==> src/rtl/pwm_multi.sv <==
// Multi-channel PWM with a shared period counter and per-channel
// double-buffered duty registers adjusted by inc/dec button edges.
//
// Ports:
//   clk, rst_n      : clock, async active-low reset
//   inc, dec        : async level inputs, one STEP per rising edge
//   ch_sel          : channel targeted by inc/dec (out of range ignored)
//   center          : 0 edge-aligned, 1 center-aligned (taken at boundary)
//   pwm_out         : PWM outputs, bit i = channel i
//   duty_sel        : shadow duty of channel ch_sel (0 if out of range)
//   period_start    : one-cycle pulse with the first output cycle of a period
module pwm_multi #(
    parameter int CW         = 8,
    parameter int N_CH       = 4,
    parameter int STEP       = 16,
    parameter int RESET_DUTY = 128,
    parameter int SELW       = 2
) (
    input  logic            clk,
    input  logic            rst_n,
    input  logic            inc,
    input  logic            dec,
    input  logic [SELW-1:0] ch_sel,
    input  logic            center,
    output logic [N_CH-1:0] pwm_out,
    output logic [CW-1:0]   duty_sel,
    output logic            period_start
);

    localparam logic [CW-1:0] MAX    = '1;
    localparam logic [CW-1:0] TOP    = CW'(MAX - 1'b1);
    localparam logic [CW:0]   STEP_W = (CW+1)'(STEP);
    localparam logic [CW-1:0] STEP_N = CW'(STEP);
    localparam logic [CW-1:0] RST_D  = CW'(RESET_DUTY);

    typedef enum logic {UP, DOWN} phase_t;

    logic inc_s1, inc_s2, inc_prev, inc_edge;
    logic dec_s1, dec_s2, dec_prev, dec_edge;

    logic [CW-1:0] cnt, cnt_nxt;
    phase_t        phase, phase_nxt;
    logic          mode;
    logic          boundary;

    logic [CW-1:0] shadow [N_CH];
    logic [CW-1:0] active [N_CH];
    logic [CW-1:0] up_val [N_CH];
    logic [CW-1:0] dn_val [N_CH];

    logic step_up, step_dn;

    // Synchronise, then register the detected edge so that the
    // shadow update lands three edges after the input is sampled.
    always_ff @(posedge clk or negedge rst_n) begin
        if (!rst_n) begin
            inc_s1   <= 1'b0;
            inc_s2   <= 1'b0;
            inc_prev <= 1'b0;
            inc_edge <= 1'b0;
            dec_s1   <= 1'b0;
            dec_s2   <= 1'b0;
            dec_prev <= 1'b0;
            dec_edge <= 1'b0;
        end else begin
            inc_s1   <= inc;
            inc_s2   <= inc_s1;
            inc_prev <= inc_s2;
            inc_edge <= inc_s2 & ~inc_prev;
            dec_s1   <= dec;
            dec_s2   <= dec_s1;
            dec_prev <= dec_s2;
            dec_edge <= dec_s2 & ~dec_prev;
        end
    end

    // Simultaneous inc and dec cancel out.
    assign step_up = inc_edge & ~dec_edge;
    assign step_dn = dec_edge & ~inc_edge;

    assign boundary = mode ? (phase == DOWN && cnt == '0)
                           : (cnt == TOP);

    // Center mode holds each endpoint for two cycles: the up->down
    // turn keeps TOP, and the boundary restart keeps 0.
    always_comb begin
        cnt_nxt   = cnt;
        phase_nxt = phase;
        if (boundary) begin
            cnt_nxt   = '0;
            phase_nxt = UP;
        end else if (phase == UP) begin
            if (cnt == TOP) begin
                phase_nxt = DOWN;
            end else begin
                cnt_nxt = cnt + 1'b1;
            end
        end else begin
            cnt_nxt = cnt - 1'b1;
        end
    end

    always_ff @(posedge clk or negedge rst_n) begin
        if (!rst_n) begin
            cnt   <= '0;
            phase <= UP;
            mode  <= 1'b0;
        end else begin
            cnt   <= cnt_nxt;
            phase <= phase_nxt;
            if (boundary) begin
                mode <= center;
            end
        end
    end

    // Saturating step values, computed one bit wider to avoid wrap.
    always_comb begin
        for (int i = 0; i < N_CH; i++) begin
            logic [CW:0] sum;
            sum = {1'b0, shadow[i]} + STEP_W;
            up_val[i] = (sum > {1'b0, MAX}) ? MAX : sum[CW-1:0];
            dn_val[i] = (shadow[i] < STEP_N) ? '0
                                             : shadow[i] - STEP_N;
        end
    end

    always_ff @(posedge clk or negedge rst_n) begin
        if (!rst_n) begin
            for (int i = 0; i < N_CH; i++) begin
                shadow[i] <= RST_D;
                active[i] <= RST_D;
            end
            pwm_out      <= '0;
            period_start <= 1'b0;
        end else begin
            for (int i = 0; i < N_CH; i++) begin
                if (int'(ch_sel) == i) begin
                    if (step_up) begin
                        shadow[i] <= up_val[i];
                    end else if (step_dn) begin
                        shadow[i] <= dn_val[i];
                    end
                end
                if (boundary) begin
                    active[i] <= shadow[i];
                end
                pwm_out[i] <= (cnt < active[i]);
            end
            period_start <= (cnt == '0) && (phase == UP);
        end
    end

    always_comb begin
        duty_sel = '0;
        for (int i = 0; i < N_CH; i++) begin
            if (int'(ch_sel) == i) begin
                duty_sel = shadow[i];
            end
        end
    end

endmodule
==> config.mk <==
export PLATFORM = sky130hd
export DESIGN_NAME = pwm_multi
export DESIGN_NICKNAME = d
export VERILOG_FILES = /design/src/rtl/pwm_multi.sv
export SDC_FILE = /design/constraint.sdc
export NUM_CORES = 1
export LEC_CHECK = 0
export CAP_MARGIN = 30
export CORE_UTILIZATION = 35
export CTS_CLUSTER_SIZE = 8
export DETAILED_ROUTE_END_ITERATION = 6
export REMOVE_ABC_BUFFERS = 1
export SKIP_CTS_REPAIR_TIMING = 1
export SLEW_MARGIN = 20
export SYNTH_ARGS = -nofsm -noshare
export SYNTH_HDL_FRONTEND = slang
export SYNTH_SLANG_ARGS = --single-unit
==> constraint.sdc <==
create_clock -name clk -period 2.15 [get_ports clk]
set_input_delay 0.43 -clock clk [delete_from_list [all_inputs] [get_ports clk]]
set_output_delay 0.43 -clock clk [all_outputs]
set_load 0.05 [all_outputs]
==> summary.md, run 1 <==
Final core utilization: 0.434. The full die area is 12400 µm², and the initial DRC count is 191. The completed layout was analyzed and its total power is 4.99 mW. The top-level I/O count is 20. The mean number of vias per cell is 5.39. The first TritonRoute pass finished after 6 iterations. The flow ran to the end, but the final reports show violations. For the site row count, the log shows 39.

After synthesis, the cell types taking the most area are sky130_fd_sc_hd__dfrtp_1 33%, sky130_fd_sc_hd__ha_1 14%, sky130_fd_sc_hd__dfstp_2 5.0%. The launching point of the worst reg2reg path was shadow[13]$_DFFE_PN0P_. The via count of the first global-routing pass came out at 3274. Buffers inserted during clock tree synthesis total 9. Counting every instance in the synthesized netlist gives 442.

The core region is 11500 µm². The final reports fail on DRC. Summed over all layers, the routed wires come to 9450 µm.

In this run the horizontal extent of the chip is 111 µm. Share of the yosys chip area belonging to registers: 0.381. Post-route fraction of the period consumed by the critical path: 0.921. The tools report the maximum vdd drop as 445 µV. Setup repair after global routing left no endpoint under its margin. In this run the worst path has a maximum fanout of 4.

From synthesis to final layout, the design area changed by 19.9%. Based on the critical path, the design can be clocked at up to 505 MHz. The class of the most critical hold timing path was primary input to async pin.

The die is 111 µm tall. In the final routed layout, each cell accounts on average for 15.1 µm. The remaining max-slew budget at the tightest pin was 0.660. The worst setup path is captured at an output port.

Initial cell density of the core: 0.362. Entering global routing, the biggest net connects 64 pins. Setup violations remaining at the end of the flow were counted as 0.

STA classifies the critical path startpoint as a flop. Tracing the worst setup path back leads to its startpoint at shadow[26]$_DFFE_PN0P_. 0 antenna diodes ended up in the layout. The fraction of synthesis flops using an asynchronous set or reset pin came out at 1.00.

Subtracting the final worst setup slack from the clock period gives 1.98 ns. The tools report the first-pass GRT wire length as 16100 µm. The area share of the leading cell type in the synthesized netlist is 0.330. The total power divided by cell area was 998 nW/µm²; the number of vias in the routed layout was 3367. At the later pin of the worst-skew pair, clock insertion delay measures 0.33 ns.

TritonCTS built the clock tree. STA puts the critical path data required time at 1.72 ns. Once detailed placement completed, the half-perimeter wirelength came to 6810 µm. The final layout net count was 532; the fraction of final layout cells with drive strength greater than 1 was 0.183. Synthesis instantiated 52 different standard cells from the library. Clock-pin slew was measured on the worst setup and hold paths at 0.06 ns. After detailed routing, the number of remaining DRC violations is 2. The longest clock path from root to sink contains 2 buffers.

In this run, synthesis inferred 0 flip-flops with an integrated enable. The total routing usage reported by global routing came out at 0.164. The tools report the CTS H-tree depth as 3. The commonest cells after synthesis are 55 x sky130_fd_sc_hd__dfrtp_1, 47 x sky130_fd_sc_hd__ha_1, 46 x sky130_fd_sc_hd__nand2_1. The worst setup path is of the flop to output port kind. The tools report the global placement routability congestion as 0.814. The logs give 0 for the antenna violation net count after detailed routing and 0 for the number of antenna violations at the first check in global routing. Total count of hold-check failures in the final report: 0. Slew at the pin closest to its max-slew limit: 0.509 ns.

The number of clock sinks came out at 63. The flop and latch count out of synthesis was 63. For the final database, setup skew stands at 0.00965 ns. The tools report the number of pins exceeding their max-slew limit in the final report as 0. The tools report the clock tree root buffer cell as sky130_fd_sc_hd__clkbuf_16. The synthesized area per cell is 9.43 µm², and the cell area after technology mapping is 4170 µm². Input and output buffers added on the ports amount to 19. After global routing the overflow that remains totals 0. At the worst endpoint, the arrival time is 1.55 ns.

The biggest area contributor in the post-synthesis netlist is sky130_fd_sc_hd__dfrtp_1. The tool flagged a number of max-cap violations equal to 0. Summed over all cells, the static leakage comes to 2.22 nW.

Number of warnings issued by yosys: 0. By instance count, the leading cell after synthesis is sky130_fd_sc_hd__dfrtp_1. The most used flip-flop cell after synthesis is sky130_fd_sc_hd__dfrtp_1.
through the flow:
step	setup TNS [ns]	std cells	instance area [µm²]	setup WS (ns)	hold slack, ns
CTS	-0.254	624	4970	-0.0773	0.115
global route	0	625	5000	0.0112	0.138
floorplan	-5.91	418	4030	-0.272	0.134
global placement	-0.210	608	4620	-0.0625	0.332
detailed placement	-0.306	608	4620	-0.0773	0.335
finish	0	625	5000	0.169	0.0935
kinds of logic after synthesis:
kind of cell             Yosys count  share of synthesized area
XOR/XNOR                           8                     0.0168
multiplexers                       7                     0.0348
AO/OA/AOI/OAI                    126                      0.197
buffers and inverters             58                     0.0645
flip-flops                        63                      0.381
adder cells (fa/ha/maj)           49                      0.148
AND/OR/NAND/NOR                  131                      0.158
state kept, by name (all words and copies together), names as in the netlist, 4 cells and up:
name and count:
active 20, pwm_out 4, cnt 8, shadow 20
report_power, final:
group          internal [mW]  switching (mW)
Sequential              1.36           0.286
Clock                   1.16           0.529
Combinational          0.686           0.958
path summary, 6_finish.rpt:
| kind | to | slack, ns | cells past startpoint |
|---|---|---|---|
| setup reg to reg | shadow[13]$_DFFE_PN0P_ | 0.18 | 7 |
| max in group asynchronous | shadow[31]$_DFFE_PN1P_ | 1.71 | 2 |
| min in group clk | dec_s2$_DFF_PN0_ | 0.35 | 0 |
| setup / recovery | duty_sel[0] | 0.17 | 2 |
| hold reg to reg | dec_s2$_DFF_PN0_ | 0.35 | 0 |
| hold / removal | phase$_DFF_PN0_ | 0.09 | 2 |
area by class of cell:
class	instances	area (µm²)
Tap cell	143	179
Timing Repair Buffer	48	442
Fill cell	1111	6520
Clock buffer	11	243
Multi-Input combinational cell	321	2320
Sequential cell	63	1590
Clock inverter	5	105
Inverter	34	128
routing by layer:
metal,vias up,share of wire,global-route usage
met5,-,0,0
li1,1664,-,-
met4,0,0.023,0.0712
met1,1627,0.46,0.210
met3,16,0.043,0.0383
met2,60,0.47,0.265
critical path: stages (launching register included):
cell and delay [ns]:
sky130_fd_sc_hd__dfrtp_1 0.47, sky130_fd_sc_hd__mux4_2 0.54, sky130_fd_sc_hd__buf_4 0.22
cells in the final DEF (no fill, tap or decap), types with 9 or more instances in the layout:
cell type,netlist,layout
sky130_fd_sc_hd__buf_4,3,28
sky130_fd_sc_hd__o21ai_2,17,18
sky130_fd_sc_hd__nor3_1,11,11
sky130_fd_sc_hd__a21oi_1,21,21
sky130_fd_sc_hd__dfrtp_1,55,55
sky130_fd_sc_hd__nor2_1,22,22
sky130_fd_sc_hd__inv_1,34,34
sky130_fd_sc_hd__o21ai_0,38,37
sky130_fd_sc_hd__ha_1,47,47
sky130_fd_sc_hd__a21o_1,11,11
sky130_fd_sc_hd__nand3_1,12,12
sky130_fd_sc_hd__nand2_1,46,46
sky130_fd_sc_hd__a31oi_1,14,14
sky130_fd_sc_hd__clkbuf_16,0,9
Note: power is estimated with default switching activity, not from simulation.
==> run 2, diff against run 1 <==
--- a/config.mk
+++ b/config.mk
@@ -6,11 +6,10 @@
 export NUM_CORES = 1
 export LEC_CHECK = 0
 export CAP_MARGIN = 30
-export CORE_UTILIZATION = 35
+export CORE_UTILIZATION = 30
 export CTS_CLUSTER_SIZE = 8
 export DETAILED_ROUTE_END_ITERATION = 6
 export REMOVE_ABC_BUFFERS = 1
-export SKIP_CTS_REPAIR_TIMING = 1
 export SLEW_MARGIN = 20
 export SYNTH_ARGS = -nofsm -noshare
 export SYNTH_HDL_FRONTEND = slang
==> summary.md, run 2 (synthesized netlist as in run 1, its figures left out) <==
The tools report the launching point of the worst reg2reg path as cnt[1]$_DFFE_PN0P_. The post-route fraction of the period consumed by the critical path is 0.967 (+0.0454), and the logic gate share of total power is 0.352 (+0.022). The total cell area at the placement stage is 4650 µm² (+0.62%). The setup slack after layout came out at 0.0712 ns (-0.0977 ns). The tools report the number of pins exceeding their max-slew limit in the final report as 0 (unchanged). The largest registers in the layout are active (20), shadow (20), cnt (8).

The run gives 63 (unchanged) as the number of clock sinks. Minimum period implied by the final worst setup slack: 2.08 ns (+0.0977 ns). For the data required time of the worst path, the log shows 1.72 ns (about the same).

The endpoint class of the critical path is an output port. The switching portion of total power is 0.384 (+0.0281), and the total power divided by cell area is 936 nW/µm² (-6.2%). The largest stage delay on the critical path is 0.60 ns (+0.06 ns), and the total core area is 13400 µm² (+16%).

The tools report the clock tree root buffer cell as sky130_fd_sc_hd__clkbuf_16. The number of inserted filler cells in the final layout was 1338 (+20%); the first-pass GRT wire length was 15500 µm (-3.4%). Setup repair after global routing left no endpoint under its margin. The run gives 0.361 (+0.030) as the proportion of power drawn by flip-flops and latches. For the remaining max-slew budget at the tightest pin, the log shows 0.656 (-0.00323).

STA classifies the critical path startpoint as a primary input. The final setup skew was 0.00566 ns (-0.00399 ns). Top fanout value on the critical path: 6 (+2). The overall die height is 120 µm (+7.9%), and the remaining global-route overflow is 0 (unchanged). The setup slack on the worst flop-to-flop path was 0.18 ns (about the same). The largest individual stage delay along the critical path comes from the cell sky130_fd_sc_hd__mux4_2.

CTS H-tree depth: 3 (unchanged). The maximum vdd drop was 465 µV (+4.5%). The worst path arrival time is 1.65 ns (+0.10 ns), and the largest net degree at the start of global routing is 64 (unchanged). The critical path buffer and inverter count is 2 (+1).

Clock network fraction of design power: 0.287 (-0.052). The die width is 120 µm (+7.9%). For the antenna violation net count after detailed routing, the log shows 0 (unchanged). The minimum setup slack after placement is -0.209 ns (-0.132 ns). The critical path is of the primary input to output port type.

The run gives 0.139 (-0.0246) as the total routing usage reported by global routing. Reg-to-reg critical path endpoint: cnt[7]$_DFFE_PN0P_. In this run the worst hold path is classified as primary input to async pin. For the top-level I/O count, the log shows 20 (unchanged). For the number of standard cells in the final layout excluding fillers, the log shows 657 (+5.1%).

The global placement routability congestion was 0.831 (+2.1%). The cell-internal power is 2.84 mW (-12%). The run gives 3314 (-1.6%) as the number of vias in the routed layout. The reported max-cap violation count is 0 (unchanged). The overall power after layout came out at 4.60 mW (-7.7%).

Worst-case clock buffer depth: 2 (unchanged). The area of all placed cells without fillers is 4920 µm² (-1.6%), and the estimated wirelength of the detail-placed design is 6630 µm (-2.6%). The run finished with clean final reports. In the layout the commonest cells are 54 x sky130_fd_sc_hd__dfrtp_1, 47 x sky130_fd_sc_hd__ha_1, 46 x sky130_fd_sc_hd__nand2_1. For the total placed cells including tap cells, the log shows 641 (+5.4%). The area growth from synthesis to final layout is 18.1%, and the site row count is 42 (+7.7%). The clock insertion delay at the later pin of the skew report came out at 0.33 ns (about the same).

The leakage power was 2.16 nW (-2.7%); the full die area was 14400 µm² (+16%). TritonCTS built the clock tree. The beginning of the critical path is ch_sel[1]. The run gives 0 (unchanged) as the total count of hold-check failures in the final report. The logs give 3142 (-4.0%) for the via count of the first global-routing pass and 0 ns (unchanged) for the setup TNS after final layout. The signal on the critical path passes through dlygate4sd2_1 -> mux4_2 -> buf_4. The total of endpoints with negative setup slack in the final report is 0 (unchanged). The switching power is 1.77 mW (-0.38%). The antenna diode count is 0 (unchanged).

The most common cell after layout, fill and taps aside was sky130_fd_sc_hd__dfrtp_1. The count of unresolved DRC violations after routing was 0 (-2); the initial cell density of the core was 0.311 (-0.0509). The number of antenna violations at the first check in global routing came out at 0 (unchanged). The number of setup buffers added after CTS was 0. The clock-pin slew of the registers on the worst-case setup and hold paths works out to 0.05 ns (about the same).

The tools report the final layout net count as 531 (-0.19%). The fraction of final layout cells with drive strength greater than 1 is 0.181 (-0.00170), and the total clock buffers created by CTS is 9 (unchanged). The routed wire length was 9240 µm (-2.2%); the number of cells on the worst reg-to-reg path was 6 (-1). The run gives 274 (+43%) as the initial DRC count. The detailed-route wire length per cell came out at 14.1 µm (-7.0%). The tools report the maximum clock frequency as 481 MHz (-4.7%). Grouping stages by cell kind, the critical path spends the most delay in buffers and inverters.

Slew at the pin closest to its max-slew limit: 0.514 ns (+0.00482 ns). The number of buffer cells added on primary ports came out at 19 (unchanged). The mean number of vias per cell was 5.04 (-6.4%).

In this run, post-CTS hold repair placed 0 buffers. The detailed-router iteration count before antenna repair came out at 4 (-2).
-- run 2: routing by layer --
layer / share of wire / up-vias / global-route usage
li1: - / 1665 / -
met5: 0 / - / 0
met1: 0.49 / 1571 / 0.186
met3: 0.037 / 18 / 0.0299
met2: 0.45 / 60 / 0.214
met4: 0.021 / 0 / 0.0672
-- run 2: through the flow --
step	hold slack [ns]	util
global route	0.134	0.367
CTS	0.118	0.367
floorplan	0.134	-
detailed placement	0.335	0.347
global placement	0.335	0.347
finish	0.0947	0.367
-- run 2: area by class of cell --
class | count | area, µm² | area share
Inverter | 34 | 128 | 0.0259
Clock inverter | 4 | 22.5 | 0.00458
Timing Repair Buffer | 47 | 398 | 0.0808
Multi-Input combinational cell | 321 | 2320 | 0.471
Sequential cell | 63 | 1590 | 0.323
Clock buffer | 12 | 246 | 0.0501
Tap cell | 176 | 220 | 0.0447
-- run 2: worst max-delay path by stage --
stage                               to  slack [ns]  cells after the start
CTS                 cnt[7]$_DFFE_PN0P_        0.01                      6
floorplan           cnt[7]$_DFFE_PN0P_       -0.27                      5
detailed placement         duty_sel[1]       -0.21                      3
global placement           duty_sel[1]       -0.19                      3
global route               duty_sel[3]        0.03                      3
finish                     duty_sel[1]        0.07                      3
-- run 2: what timing repair did --
action | CTS | global route
resized for setup | 2 | 3
cloned | 0 | 0
setup endpoints to repair | 8 | 4
pin swaps | 0 | 0
-- run 2: power by group through the flow --
stage | Clock, mW | Sequential (mW) | Combinational (mW)
6_report | 1.32 | 1.66 | 1.62
5_1_grt | 1.41 | 1.69 | 1.79
4_1_cts | 1.35 | 1.66 | 1.61
3_5_place_dp | 0 | 1.68 | 1.60
3_3_place_gp | 0 | 1.67 | 1.57
2_1_floorplan | 0 | 1.61 | 1.11
